==> config.mk <==
export PLATFORM = sky130hd
export DESIGN_NAME = tomasulo_issue_unit
export DESIGN_NICKNAME = d
export VERILOG_FILES = /design/src/rtl/tomasulo_pkg.sv /design/src/rtl/reg_status_table.sv /design/src/rtl/tomasulo_issue_unit.sv
export SDC_FILE = /design/constraint.sdc
export NUM_CORES = 1
export LEC_CHECK = 0
export CAP_MARGIN = 20
export CORE_UTILIZATION = 40
export CTS_CLUSTER_DIAMETER = 60
export DETAILED_ROUTE_END_ITERATION = 16
export MAX_ROUTING_LAYER = met4
export SETUP_SLACK_MARGIN = 0.1
export SYNTH_ARGS = -nofsm -noshare
export SYNTH_HDL_FRONTEND = slang
export SYNTH_HIERARCHICAL = 1
export SYNTH_SLANG_ARGS = --single-unit
==> constraint.sdc <==
create_clock -name clk -period 6 [get_ports clk]
set_input_delay 1.5 -clock clk [delete_from_list [all_inputs] [get_ports clk]]
set_output_delay 1.5 -clock clk [all_outputs]
set_load 0.05 [all_outputs]
==> src/rtl/tomasulo_pkg.sv <==
// Shared opcode constants, field widths and instruction-class decode for the
// Tomasulo issue stage.
package tomasulo_pkg;
  localparam int REG_W     = 4;
  localparam int ROB_TAG_W = 3;

  localparam logic [3:0] OP_ADD = 4'b0000;
  localparam logic [3:0] OP_SUB = 4'b0001;
  localparam logic [3:0] OP_MUL = 4'b0010;
  localparam logic [3:0] OP_DIV = 4'b0011;
  localparam logic [3:0] OP_LD  = 4'b0100;
  localparam logic [3:0] OP_ST  = 4'b0101;
  localparam logic [3:0] OP_BR0 = 4'b0110;
  localparam logic [3:0] OP_BR1 = 4'b0111;

  function automatic logic is_legal(input logic [3:0] f);
    return !f[3];
  endfunction

  function automatic logic is_add_class(input logic [3:0] f);
    return f == OP_ADD || f == OP_SUB || f == OP_LD || f == OP_ST ||
           f == OP_BR0 || f == OP_BR1;
  endfunction

  function automatic logic is_mul_class(input logic [3:0] f);
    return f == OP_MUL || f == OP_DIV;
  endfunction

  function automatic logic writes_rd(input logic [3:0] f);
    return f == OP_ADD || f == OP_SUB || f == OP_MUL || f == OP_DIV || f == OP_LD;
  endfunction
endpackage

==> src/rtl/reg_status_table.sv <==
// Register status table: busy bit plus producing ROB tag per architectural
// register, two bypassed read ports, one rename write and one commit clear.
module reg_status_table
  import tomasulo_pkg::*;
#(
  parameter int NREG = 16
) (
  input  logic                 clk,
  input  logic                 rst,
  input  logic                 clr,
  input  logic [REG_W-1:0]     rs1_addr,
  input  logic [REG_W-1:0]     rs2_addr,
  output logic                 rs1_b,
  output logic                 rs2_b,
  output logic [ROB_TAG_W-1:0] rs1_tag,
  output logic [ROB_TAG_W-1:0] rs2_tag,
  input  logic                 ren,
  input  logic [REG_W-1:0]     ren_rd,
  input  logic [ROB_TAG_W-1:0] ren_tag,
  input  logic                 cmt,
  input  logic [REG_W-1:0]     cmt_rd,
  input  logic [ROB_TAG_W-1:0] head
);
  logic [NREG-1:0]                busy;
  logic [NREG-1:0][ROB_TAG_W-1:0] tag;

  // A retiring head that is still the youngest writer makes the value readable now.
  assign rs1_b   = !busy[rs1_addr] || (cmt && cmt_rd == rs1_addr && tag[rs1_addr] == head);
  assign rs2_b   = !busy[rs2_addr] || (cmt && cmt_rd == rs2_addr && tag[rs2_addr] == head);
  assign rs1_tag = tag[rs1_addr];
  assign rs2_tag = tag[rs2_addr];

  always_ff @(posedge clk or posedge rst) begin
    if (rst) begin
      busy <= '0;
      tag  <= '0;
    end else if (clr) begin
      busy <= '0;
    end else begin
      if (cmt && tag[cmt_rd] == head) busy[cmt_rd] <= 1'b0;
      // Rename is written last so it wins over a same-register commit clear.
      if (ren) begin
        busy[ren_rd] <= 1'b1;
        tag[ren_rd]  <= ren_tag;
      end
    end
  end
endmodule

==> src/rtl/tomasulo_issue_unit.sv <==
// In-order issue stage: ROB tag allocation, source renaming and RS strobe.
// Define ISSUE_FLUSH_EN to add the flush input that empties ROB and rename state.
module tomasulo_issue_unit
  import tomasulo_pkg::*;
#(
  parameter int NREG      = 16,
  parameter int ROB_DEPTH = 8
) (
  input  logic                 clk,
  input  logic                 rst,
  input  logic                 iq_valid,
  output logic                 iq_ready,
  input  logic [3:0]           iq_func,
  input  logic [REG_W-1:0]     iq_rd,
  input  logic [REG_W-1:0]     iq_rs1,
  input  logic [REG_W-1:0]     iq_rs2,
  input  logic                 add_full,
  input  logic                 mul_full,
  input  logic                 commit_valid,
  input  logic [REG_W-1:0]     commit_rd,
`ifdef ISSUE_FLUSH_EN
  input  logic                 flush,
`endif
  output logic                 count,
  output logic [3:0]           func,
  output logic [REG_W-1:0]     rd,
  output logic [REG_W-1:0]     rs1,
  output logic [REG_W-1:0]     rs2,
  output logic                 rs1_b,
  output logic                 rs2_b,
  output logic [ROB_TAG_W-1:0] rob_ind,
  output logic                 rob_full
);
  localparam int OCC_W = $clog2(ROB_DEPTH + 1);

  logic [ROB_TAG_W-1:0] head, tail;
  logic [OCC_W-1:0]     occ, occ_nxt;
  logic                 legal, fire, cmt, clr;
  logic                 src1_b, src2_b;
  logic [ROB_TAG_W-1:0] src1_tag, src2_tag;

  function automatic logic [ROB_TAG_W-1:0] tag_inc(input logic [ROB_TAG_W-1:0] t);
    return (t == ROB_TAG_W'(ROB_DEPTH - 1)) ? '0 : t + 1'b1;
  endfunction

`ifdef ISSUE_FLUSH_EN
  assign clr = flush;
`else
  assign clr = 1'b0;
`endif

  // Illegal opcodes are drained from the queue without touching the ROB.
  assign legal    = is_legal(iq_func);
  assign iq_ready = !legal || (!rob_full && !(is_add_class(iq_func) && add_full) &&
                               !(is_mul_class(iq_func) && mul_full));
  assign fire     = iq_valid && iq_ready && legal;
  assign cmt      = commit_valid && occ != '0;

  always_comb begin
    occ_nxt = occ;
    if (fire && !cmt)      occ_nxt = occ + 1'b1;
    else if (cmt && !fire) occ_nxt = occ - 1'b1;
  end

  reg_status_table #(.NREG(NREG)) u_rst (
    .clk      (clk),
    .rst      (rst),
    .clr      (clr),
    .rs1_addr (iq_rs1),
    .rs2_addr (iq_rs2),
    .rs1_b    (src1_b),
    .rs2_b    (src2_b),
    .rs1_tag  (src1_tag),
    .rs2_tag  (src2_tag),
    .ren      (fire && writes_rd(iq_func)),
    .ren_rd   (iq_rd),
    .ren_tag  (tail),
    .cmt      (cmt),
    .cmt_rd   (commit_rd),
    .head     (head)
  );

  always_ff @(posedge clk or posedge rst) begin
    if (rst) begin
      head     <= '0;
      tail     <= '0;
      occ      <= '0;
      rob_full <= 1'b0;
      count    <= 1'b0;
      func     <= '0;
      rd       <= '0;
      rs1      <= '0;
      rs2      <= '0;
      rs1_b    <= 1'b0;
      rs2_b    <= 1'b0;
      rob_ind  <= '0;
    end else if (clr) begin
      tail     <= head;
      occ      <= '0;
      rob_full <= 1'b0;
      count    <= 1'b0;
    end else begin
      count    <= fire;
      occ      <= occ_nxt;
      rob_full <= (occ_nxt == OCC_W'(ROB_DEPTH));
      if (cmt) head <= tag_inc(head);
      if (fire) begin
        tail    <= tag_inc(tail);
        func    <= iq_func;
        rd      <= iq_rd;
        rs1     <= src1_b ? iq_rs1 : REG_W'(src1_tag);
        rs2     <= src2_b ? iq_rs2 : REG_W'(src2_tag);
        rs1_b   <= src1_b;
        rs2_b   <= src2_b;
        rob_ind <= tail;
      end
    end
  end
endmodule

Yosys cells after proc, flatten, opt, wreduce, memory -nomap -nowiden
Cells that the tools add are included.
{"block": "op_classes", "addsub": 4, "magnitude_cmp": 6, "reduce_logical": 39, "mux": 25, "n_bitwise": 3, "n_eq_ne": 15}
{"operator": "48-bit bitwise mux", "n": 1}
{"operator": "3-bit binary-select mux with 4-bit select", "n": 3}
{"operator": "16-bit 2-to-1 mux", "n": 2}
{"operator": "4-bit by 5-bit < comparator with 1-bit output (second input constant)", "n": 4}
{"operator": "3-bit 2-to-1 mux", "n": 6}
{"operator": "1-bit logical AND", "n": 17}
{"operator": "16-bit bitwise AND", "n": 1}
{"operator": "4-bit by 3-bit == test with 1-bit output (second input constant)", "n": 4}
{"operator": "4-bit 2-to-1 mux", "n": 4}
{"operator": "16-bit NOT", "n": 1}
{"operator": "16-bit bitwise OR", "n": 1}
{"operator": "3-bit demux with 4-bit select", "n": 1}
{"operator": "1-bit logical OR", "n": 12}
{"operator": "3-bit == test", "n": 3}
{"operator": "1-bit binary-select mux with 4-bit select", "n": 2}
{"operator": "1-bit demux with 4-bit select", "n": 2}
{"operator": "4-bit by 2-bit == test with 1-bit output (second input constant)", "n": 2}
{"operator": "4-bit == test", "n": 2}
{"operator": "4-bit by 1-bit >= comparator with 1-bit output (second input constant)", "n": 2}
{"operator": "1-bit logical NOT", "n": 8}
{"operator": "3-bit by 1-bit adder with 3-bit output (second input constant)", "n": 2}
{"operator": "3-bit == test (second input constant)", "n": 2}
{"operator": "4-bit by 1-bit adder with 4-bit output (second input constant)", "n": 1}
{"operator": "4-bit by 1-bit == test with 1-bit output (second input constant)", "n": 1}
{"operator": "5 further kinds", "n": 8}
{"block": "word_totals", "ff_bits": 97, "output_inout_bits": 24, "word_cells": 121, "inputBits": 26}

Depth between registers and ports, before layout
Gate-level depths: netlist (run 1).
{"block": "depth", "depth_word": 18, "depth_mapped": 11, "ltp_nobuf": 9}

Cells and area by module
The synthesis (run 1) kept the hierarchy.
{"mod": "reg_status_table", "instances": 1, "area_each_um2": 4473.0, "cells_each": 331, "seq_area_each_um2": 1601.5}
{"mod": "tomasulo_issue_unit", "instances": 1, "area_each_um2": 1539.0, "cells_each": 130, "seq_area_each_um2": 825.8}

Worst setup path before layout (run 1)
No wires, ideal clock.
{"block": "synth_path", "path_kind": "in2out", "start": "input iq_func[2]", "end": "output iq_ready", "n_path_buf": 0, "path_stages": 2, "t_required_ns": 4.500, "path_slack_ns": 0.969, "arrival_ns": 3.531, "path_cell_list": "nand2b_1 > o311ai_0"}
{"block": "synth_via", "elab_chain_len": 11, "word_cells_on_any_way": 21, "classes_between": "7 x eq/ne; 14 x reduce/logical"}
{"element": "start, declared", "line": "tomasulo_issue_unit.sv:13", "source": "input logic [3:0] iq_func,"}
{"element": "4-bit by 1-bit == test with 1-bit output / 4-bit logical NOT (equally long branches)", "line": "tomasulo_pkg.sv:21", "source": "return f == OP_ADD || f == OP_SUB || f == OP_LD || f == OP_ST ||"}
{"element": "1-bit logical OR (4 in a row)", "line": "tomasulo_pkg.sv:21"}
{"element": "1-bit logical OR", "line": "tomasulo_pkg.sv:22", "source": "f == OP_BR0 || f == OP_BR1;"}
{"element": "1-bit logical AND", "line": "tomasulo_issue_unit.sv:54", "source": "assign iq_ready = !legal || (!rob_full && !(is_add_class(iq_func) && add_full) &&"}
{"element": "1-bit logical NOT", "line": "tomasulo_issue_unit.sv:54"}
{"element": "1-bit logical AND", "line": "tomasulo_issue_unit.sv:54"}
{"element": "1-bit logical AND (*)", "line": "tomasulo_issue_unit.sv:54"}
{"element": "1-bit logical OR (*)", "line": "tomasulo_issue_unit.sv:54"}
{"element": "end, declared", "line": "tomasulo_issue_unit.sv:12", "source": "output logic iq_ready,"}
Every way passes the cells marked *; elsewhere a longest branch is shown, timed or not.

Worst setup path after layout (run 1)
Ends and elaborated chain as after synthesis.

==> results of run 1 <==
power breakdown:
group	internal [µW]	leakage [µW]	switching [µW]
logic	354	0.00171	481
clock network	337	0.000142	258
registers	784	0.00128	189
worst max path at each step:
stage                     from  endpoint  slack [ns]  cells after the start
CTS                 iq_func[2]  iq_ready        1.12                      4
finish              iq_func[2]  iq_ready        1.10                      4
global route        iq_func[2]  iq_ready        1.03                      4
global placement    iq_func[2]  iq_ready        1.13                      4
floorplan           iq_func[2]  iq_ready        0.97                      2
detailed placement   iq_rs1[0]    rs1[2]        1.05                      7
cells in the mapped netlist (2+ instances only):
library cell | n | area [µm²]
o22ai_1 | 6 | 37.5
a211oi_1 | 4 | 30.0
a22oi_1 | 9 | 67.6
nor4_2 | 2 | 25.0
xor2_1 | 14 | 123
buf_2 | 6 | 30.0
nor3b_1 | 4 | 30.0
nand2_1 | 21 | 78.8
nor4_4 | 2 | 42.5
nor2b_1 | 11 | 68.8
buf_6 | 5 | 56.3
nand4_1 | 2 | 12.5
nand3_1 | 6 | 30.0
mux2_1 | 11 | 124
nor3_1 | 8 | 40.0
a221oi_1 | 3 | 26.3
buf_4 | 3 | 22.5
clkbuf_1 | 11 | 41.3
nand2b_1 | 5 | 31.3
buf_12 | 2 | 40.0
inv_1 | 10 | 37.5
ha_1 | 6 | 75.1
mux4_2 | 6 | 135
a31oi_1 | 10 | 62.6
a21oi_1 | 21 | 105
mux2i_1 | 22 | 220
mux4_1 | 32 | 841
dfrtp_1 | 97 | 2430
xnor2_1 | 6 | 52.6
o41ai_2 | 2 | 32.5
and3_1 | 2 | 12.5
mux2_2 | 63 | 709
o21ai_0 | 5 | 25.0
buf_1 | 3 | 11.3
nor2_1 | 17 | 63.8
flip-flops by register name, summed over array words and instances, names as in the netlist:
register    cells
tail            3
u_rst/busy     16
rd              4
u_rst/tag      48
rob_ind         3
func            4
rs1             4
head            3
rob_full        1
rs2_b           1
count           1
rs1_b           1
occ             4
rs2             4
cells by family after synthesis:
logic type	after synthesis	synth area share, %
flops	97	40.4
simple gates	87	8.32
buf+inv	42	4.10
other cells	1	0.0624
mux	135	34.0
compound gates	71	8.55
xor+xnor	21	3.18
fa+ha+maj	7	1.42
metal layers:
layer,GRT usage (%),vias to the layer above,part of all wire [%]
li1,-,1865,-
met5,-,-,0
met3,3.39,27,5.5
met2,33.5,152,48
met1,26.8,2116,43
met4,9.64,0,3.1
layout make-up:
| cell class | instances | area (µm²) |
|---|---|---|
| clock buffer | 11 | 243 |
| clock inverter | 5 | 62.6 |
| fill | 1265 | 7680 |
| inverter | 12 | 45.0 |
| multi-input combinational | 323 | 3340 |
| sequential | 97 | 2430 |
| tap | 184 | 230 |
| timing repair buffer | 58 | 558 |
through the flow:
stage | util [%] | power [µW] | instances
4_1_cts | 47.3 | 2420 | 690
6_report | 47.3 | 2400 | 690
5_1_grt | 47.3 | 2520 | 690
3_5_place_dp | 45.3 | 1820 | 674
2_1_floorplan | - | 1540 | 462
3_3_place_gp | 45.3 | 1800 | 674
==> flow_metrics.py, run 1 <==
metrics = {
    "outcome": {
        "status": "complete, no violations",
    },
    "drt": {
        "viasPerCell": 6.03,
        "ant_nets": 0,
        "firstDrtPassIters": 7,
        "drcViolationCount": 0,
        "avgRoutedWirePerCell_um": 22.1,
        "wl_mm": 15.3,
        "drt_iter0_markers": 284,
        "vias": 4160,
    },
    "floorplanning": {
        "fp.dieH_um": 125,
        "rows": 44,
        "die_w_um": 125,
        "coreArea_um2": 14600,
        "io_pins": 50,
        "dieArea_um2": 15500,
        "start_util_pct": 41.2,
    },
    "yosys": {
        "synthFlopType": "dfrtp_1",
        "yosysSeqAreaShare_pct": 40.4,
        "yosysWarnings": 6,
        "syn_avg_cell_area_um2": 13.0,
        "syn_inst": 461,
        "synth_seq_cells": 97,
        "syn_area_um2": 6010,
        "async_flop_share_pct": 100,
        "synth_enable_flop_cells": 0,
        "yosysUniqueCellTypes": 59,
    },
    "global_routing": {
        "grt_pass1_vias": 4243,
        "grt_first_pass_wirelength_mm": 24.2,
        "antenna_found_initial": 0,
        "overflow": 0,
        "grt_max_degree": 65,
        "grt_use_total_pct": 21.2,
    },
    "cts": {
        "cts_inserted_buffers": 9,
        "clk_pin_slew_ns": 0.07,
        "clock-sinks": 97,
        "cts-root-buf": "clkbuf_16",
        "ctsHtreeMaxLevel": 3,
        "post_cts_buffers": 0,
        "cts_tree": "yes",
        "cts_resized": 0,
        "cts_buffer_depth": 2,
        "cts_hold_buf": 0,
        "insertion_delay_ns": 0.36,
    },
    "sta": {
        "min_period_ns": 4.90,
        "worstMarginPinSlew_ns": 0.972,
        "hold_viol": 0,
        "holdWs_ns": 0.499,
        "rsz0062_at_grt": "no",
        "setup_viol": 0,
        "relSlewSlack_pct": 35.1,
        "clock-skew-final_ns": 0.00453,
        "fin_ws_ns": 1.10,
        "fin_crit_sh_pct": 81.6,
        "timing.fmax_mhz": 204,
        "fin_tns_setup_ns": 0,
        "drv_slew": 0,
    },
    "setup_path": {
        "reg2regPathDepth": 7,
        "arrival_ns": 3.40,
        "max_stage_delay_ns": 0.88,
        "cp_slowest_cell": "clkdlybuf4s50_1",
        "r2r_end": "u_rst/tag[7]",
        "crit_top_cell": "clkdlybuf4s50_1",
        "reg2reg_from": "rob_full",
        "startpoint_type": "primary input",
        "cpLargestDelayFamily": "buffers and inverters",
        "cp-end-kind": "primary output",
        "crit_path_cell_trace": "clkdlybuf4s50_1, nand2b_1, o311ai_0, clkdlybuf4s50_1",
        "worst-path-buf-inv": 2,
        "rrSetupSlack_ns": 2.96,
        "required_ns": 4.50,
        "path_class": "in2out",
        "critPathMaxFanout": 4,
    },
    "place": {
        "gp_congestion": 0.948,
        "place_ws_ns": 1.05,
        "dpl_cell_area_um2": 6600,
        "hpwlAfterDp_mm": 11.3,
        "numPortBuffers": 49,
    },
    "worst_hold_path": {
        "holdPathEnd": "func[2]",
        "hold-path-cell-count": 1,
        "min_path_type": "reg2reg",
        "worstHoldStart": "func[2]",
    },
    "power": {
        "p_leak_uw": 0.00314,
        "vdd_drop_max_uv": 163,
        "pwr_density_cell_nw_per_um2": 348,
    },
    "final_layout": {
        "fin_area_um2": 6910,
        "area_growth_pct": 14.9,
        "layout_common_cells": "97 x dfrtp_1, 63 x mux2_2, 49 x clkdlybuf4s50_1",
        "nets": 533,
        "num_antenna_cells": 0,
        "drive_gt1_share_pct": 21.3,
        "final_common_cell": "dfrtp_1",
    },
    "job": {
        "maxCapViolations": 0,
    },
}
Note: power is estimated with default switching activity, not from simulation.
==> run 2: changes to the inputs <==
- clock period: 6 -> 5.06 ns (I/O delays scaled with it)
==> flow_metrics.py, run 2 (synthesis gave the netlist of run 1 again) <==
metrics = {
    "outcome": {
        "status": "complete, no violations",
    },
    "setup_path": {
        "endpoint": "iq_ready",
        "cpLargestDelayFamily": "buffers and inverters",
        "critPathMaxFanout": 4,
        "crit_path_cell_trace": "clkdlybuf4s50_1, nand2b_1, o311ai_0, clkdlybuf4s50_1",
        "cp_slowest_cell": "clkdlybuf4s50_1",
        "rrSetupSlack_ns": 2.30,
        "max_stage_delay_ns": 0.88,
        "crit_top_cell": "clkdlybuf4s50_1",
        "reg2regPathDepth": 6,
        "cp-end-kind": "primary output",
        "setup.worst_path.start": "iq_func[2]",
        "path_class": "in2out",
        "startpoint_type": "primary input",
        "worst-path-buf-inv": 2,
        "r2r_end": "rs2[0]",
        "required_ns": 3.80,
        "reg2reg_from": "u_rst/tag[43]",
        "cp.depth": 4,
        "arrival_ns": 3.14,
    },
    "floorplanning": {
        "start_util_pct": 41.2,
        "die_w_um": 125,
        "fp.dieH_um": 125,
        "coreArea_um2": 14600,
        "dieArea_um2": 15500,
        "rows": 44,
        "io_pins": 50,
    },
    "drt": {
        "firstDrtPassIters": 5,
        "wl_met1_mm": 6.85,
        "drcViolationCount": 0,
        "wl_mm": 15.5,
        "drt_iter0_markers": 269,
        "ant_nets": 0,
        "top_layer": "met4",
        "vias": 4230,
        "dr_wl_met2_mm": 7.32,
        "dr_wl_met3_um": 826,
        "avgRoutedWirePerCell_um": 22.2,
        "viasPerCell": 6.06,
    },
    "final_layout": {
        "area_growth_pct": 15.5,
        "top_regs": "u_rst/tag x48, u_rst/busy x16",
        "regArea_um2": 2430,
        "layout_common_cells": "97 x dfrtp_1, 63 x mux2_2, 49 x clkdlybuf4s50_1",
        "nFillCells": 1295,
        "final_common_cell": "dfrtp_1",
        "largest_register_ffs": 48,
        "drive_gt1_share_pct": 22.8,
        "num_antenna_cells": 0,
        "top_register": "u_rst/tag",
        "multi_input_area_um2": 3340,
        "nets": 541,
    },
    "global_routing": {
        "grt_pass1_vias": 4270,
        "antenna_found_initial": 0,
        "grt_use_total_pct": 21.6,
        "overflow": 0,
        "grt_first_pass_wirelength_mm": 25.0,
        "grt_max_degree": 41,
    },
    "cts": {
        "insertion_delay_ns": 0.34,
        "cts-root-buf": "clkbuf_16",
        "cts_buffer_depth": 2,
        "cts_resized": 0,
        "ctsHtreeMaxLevel": 3,
        "cts_tree": "yes",
        "clk_pin_slew_ns": 0.06,
        "cts_inserted_buffers": 9,
        "post_cts_buffers": 0,
        "cts_hold_buf": 0,
        "clock-sinks": 97,
    },
    "place": {
        "place_ws_ns": 0.561,
        "numPortBuffers": 49,
        "hpwlAfterDp_mm": 11.7,
        "gp_congestion": 0.904,
    },
    "sta": {
        "rsz0062_at_grt": "no",
        "worstMarginPinSlew_ns": 0.884,
        "clock-skew-final_ns": 0.00671,
        "fin_ws_ns": 0.658,
        "fin_crit_sh_pct": 87.0,
        "fin_tns_setup_ns": 0,
        "min_period_ns": 4.40,
        "relSlewSlack_pct": 41.1,
        "setup_viol": 0,
        "drv_slew": 0,
        "hold_viol": 0,
        "timing.fmax_mhz": 227,
    },
    "worst_hold_path": {
        "min_path_type": "reg2reg",
    },
    "job": {
        "maxCapViolations": 0,
    },
    "power": {
        "vdd_drop_max_uv": 213,
        "p_total_uw": 2800,
        "pwr_density_cell_nw_per_um2": 404,
        "p_leak_uw": 0.00317,
    },
}
-- run 2: stage by stage --
| step | std cells | hold WS (ns) | instance area, µm² | utilization, % |
|---|---|---|---|---|
| after floorplan | 462 | 0.500 | 6020 | - |
| after global placement | 682 | 0.474 | 6660 | 45.7 |
| after detailed placement | 682 | 0.484 | 6660 | 45.7 |
| after CTS | 698 | 0.499 | 6940 | 47.6 |
| after global routing | 698 | 0.514 | 6940 | 47.6 |
| final | 698 | 0.493 | 6940 | 47.6 |
-- run 2: power by group --
group          switching (µW)  internal (µW)  total, µW
combinational             578            422       1000
clock                     305            348        653
sequential                220            929       1150
total                    1100           1700       2800
-- run 2: worst min-delay path by stage --
stage,depth (start not counted),to,start,slack [ns]
finish,1,func[2],func[2],0.49
floorplan,1,u_rst/tag[17],u_rst/tag[17],0.50
detailed placement,1,func[2],func[2],0.48
global placement,1,func[2],func[2],0.47
global route,1,func[2],func[2],0.51
CTS,1,func[2],func[2],0.50
-- run 2: final cells by class --
class                           count  share of cell area [%]
Clock buffer                       10                    3.44
Clock inverter                      6                   0.613
Multi-Input combinational cell    323                    48.1
Timing Repair Buffer               66                    8.90
Inverter                           12                   0.649
Sequential cell                    97                    35.0
Tap cell                          184                    3.32
-- run 2: routing by layer --
metal  GRT usage (%)  vias up
met5               -        -
met2            33.1      160
li1                -     1881
met1            28.3     2161
met4            8.29        0
met3            4.12       28
==> run 3: changes to the inputs <==
- clock period: 5.06 -> 5.55 ns (I/O delays scaled with it)
==> flow_metrics.py, run 3 (synthesis gave the netlist of run 1 again) <==
metrics = {
    "global_routing": {
        "grt_pass1_vias": 4173,
        "antenna_found_initial": 0,
        "grt_max_degree": 43,
        "grt_first_pass_wirelength_mm": 24.4,
        "top_usage_layer": "met2",
        "overflow": 0,
        "grtUsageMet1_pct": 28.0,
        "grt_util_met3_pct": 3.74,
        "met2_usage_pct": 32.7,
        "grt_use_total_pct": 21.2,
    },
    "place": {
        "numPortBuffers": 49,
        "hpwlAfterDp_mm": 11.5,
        "gp_congestion": 0.900,
        "dp_cells": 674,
        "dpl_cell_area_um2": 6620,
    },
    "floorplanning": {
        "die_w_um": 125,
        "rows": 44,
        "dieArea_um2": 15500,
        "io_pins": 50,
        "coreArea_um2": 14600,
        "fp.dieH_um": 125,
        "start_util_pct": 41.2,
    },
    "sta": {
        "timing.fmax_mhz": 215,
        "clock-skew-final_ns": 0.00875,
        "worstMarginPinSlew_ns": 0.997,
        "hold_viol": 0,
        "setup_viol": 0,
        "fin_crit_sh_pct": 84.0,
        "drv_slew": 0,
        "rsz0062_at_grt": "no",
        "relSlewSlack_pct": 32.9,
        "fin_tns_setup_ns": 0,
        "min_period_ns": 4.66,
    },
    "final_layout": {
        "num_antenna_cells": 0,
        "area_growth_pct": 15.3,
        "fin_area_um2": 6930,
        "top_regs": "u_rst/tag x48, u_rst/busy x16",
        "final_common_cell": "dfrtp_1",
        "largest_register_ffs": 48,
        "nets": 533,
        "drive_gt1_share_pct": 21.4,
        "layout_common_cells": "97 x dfrtp_1, 63 x mux2_2, 49 x clkdlybuf4s50_1",
        "multi_input_area_um2": 3340,
        "final_cells": 689,
        "regArea_um2": 2430,
        "fin_util_pct": 47.5,
        "nFillCells": 1262,
        "top_register": "u_rst/tag",
    },
    "worst_hold_path": {
        "hold-path-cell-count": 1,
        "holdPathEnd": "rs1_b",
        "min_path_type": "reg2reg",
        "worstHoldStart": "rs1_b",
    },
    "cts": {
        "cts_tree": "yes",
        "cts_hold_buf": 0,
        "cts_resized": 0,
        "ctsHtreeMaxLevel": 3,
        "insertion_delay_ns": 0.35,
        "cts-root-buf": "clkbuf_16",
        "cts_inserted_buffers": 9,
        "clock-sinks": 97,
        "post_cts_buffers": 0,
        "cts_buffer_depth": 2,
        "clk_pin_slew_ns": 0.06,
    },
    "drt": {
        "viasPerCell": 6.00,
        "drt_iter0_markers": 320,
        "drcViolationCount": 0,
        "firstDrtPassIters": 4,
        "ant_nets": 0,
        "avgRoutedWirePerCell_um": 22.2,
        "vias": 4133,
        "wl_mm": 15.3,
    },
    "setup_path": {
        "reg2reg_from": "rob_full",
        "cp_slowest_cell": "clkdlybuf4s50_1",
        "crit_top_cell": "clkdlybuf4s50_1",
        "max_stage_delay_ns": 0.88,
        "crit_path_cell_trace": "clkdlybuf4s50_1, nand2b_1, o311ai_0, clkdlybuf4s50_1",
        "critPathMaxFanout": 4,
        "startpoint_type": "primary input",
        "path_class": "in2out",
        "arrival_ns": 3.27,
        "rrSetupSlack_ns": 2.57,
        "required_ns": 4.16,
        "reg2regPathDepth": 7,
        "cp-end-kind": "primary output",
        "r2r_end": "u_rst/tag[7]",
        "cpLargestDelayFamily": "buffers and inverters",
        "worst-path-buf-inv": 2,
    },
    "outcome": {
        "status": "complete, no violations",
    },
    "job": {
        "maxCapViolations": 0,
    },
    "power": {
        "p_leak_uw": 0.00315,
        "vdd_drop_max_uv": 189,
        "pwr_density_cell_nw_per_um2": 379,
    },
}
[run 3: report_power, final]
group          internal, µW  switching, µW  total [µW]
combinational           383            520         903
sequential              848            206        1050
clock                   396            275         671
[run 3: final cells by class]
class                      instances  area share (%)
multi-input combinational        323            48.2
clock inverter                     6            1.32
inverter                          12           0.650
clock buffer                       9            3.25
tap                              184            3.32
sequential                        97            35.0
timing repair buffer              58            8.23
[run 3: through the flow]
step | hold WS [ns] | worst slack [ns] | power [µW]
3_3_place_gp | 0.476 | 0.856 | 1950
5_1_grt | 0.529 | 0.810 | 2760
3_5_place_dp | 0.495 | 0.771 | 1970
2_1_floorplan | 0.500 | 0.744 | 1660
4_1_cts | 0.510 | 0.878 | 2650
6_report | 0.505 | 0.889 | 2630
[run 3: worst max-delay path by stage]
stage | endpoint | from | cells past startpoint | slack (ns)
floorplan | iq_ready | iq_func[2] | 2 | 0.74
global placement | rs2[1] | iq_rs2[0] | 7 | 0.86
detailed placement | rs2[1] | iq_rs2[0] | 7 | 0.77
CTS | iq_ready | iq_func[2] | 4 | 0.88
global route | iq_ready | iq_func[2] | 4 | 0.81
finish | iq_ready | iq_func[2] | 4 | 0.89
[run 3: routing by layer]
metal | share of wire (%) | vias up
li1 | - | 1859
met1 | 45 | 2128
met2 | 48 | 116
met3 | 4.7 | 30
met4 | 2.4 | 0
met5 | 0 | -
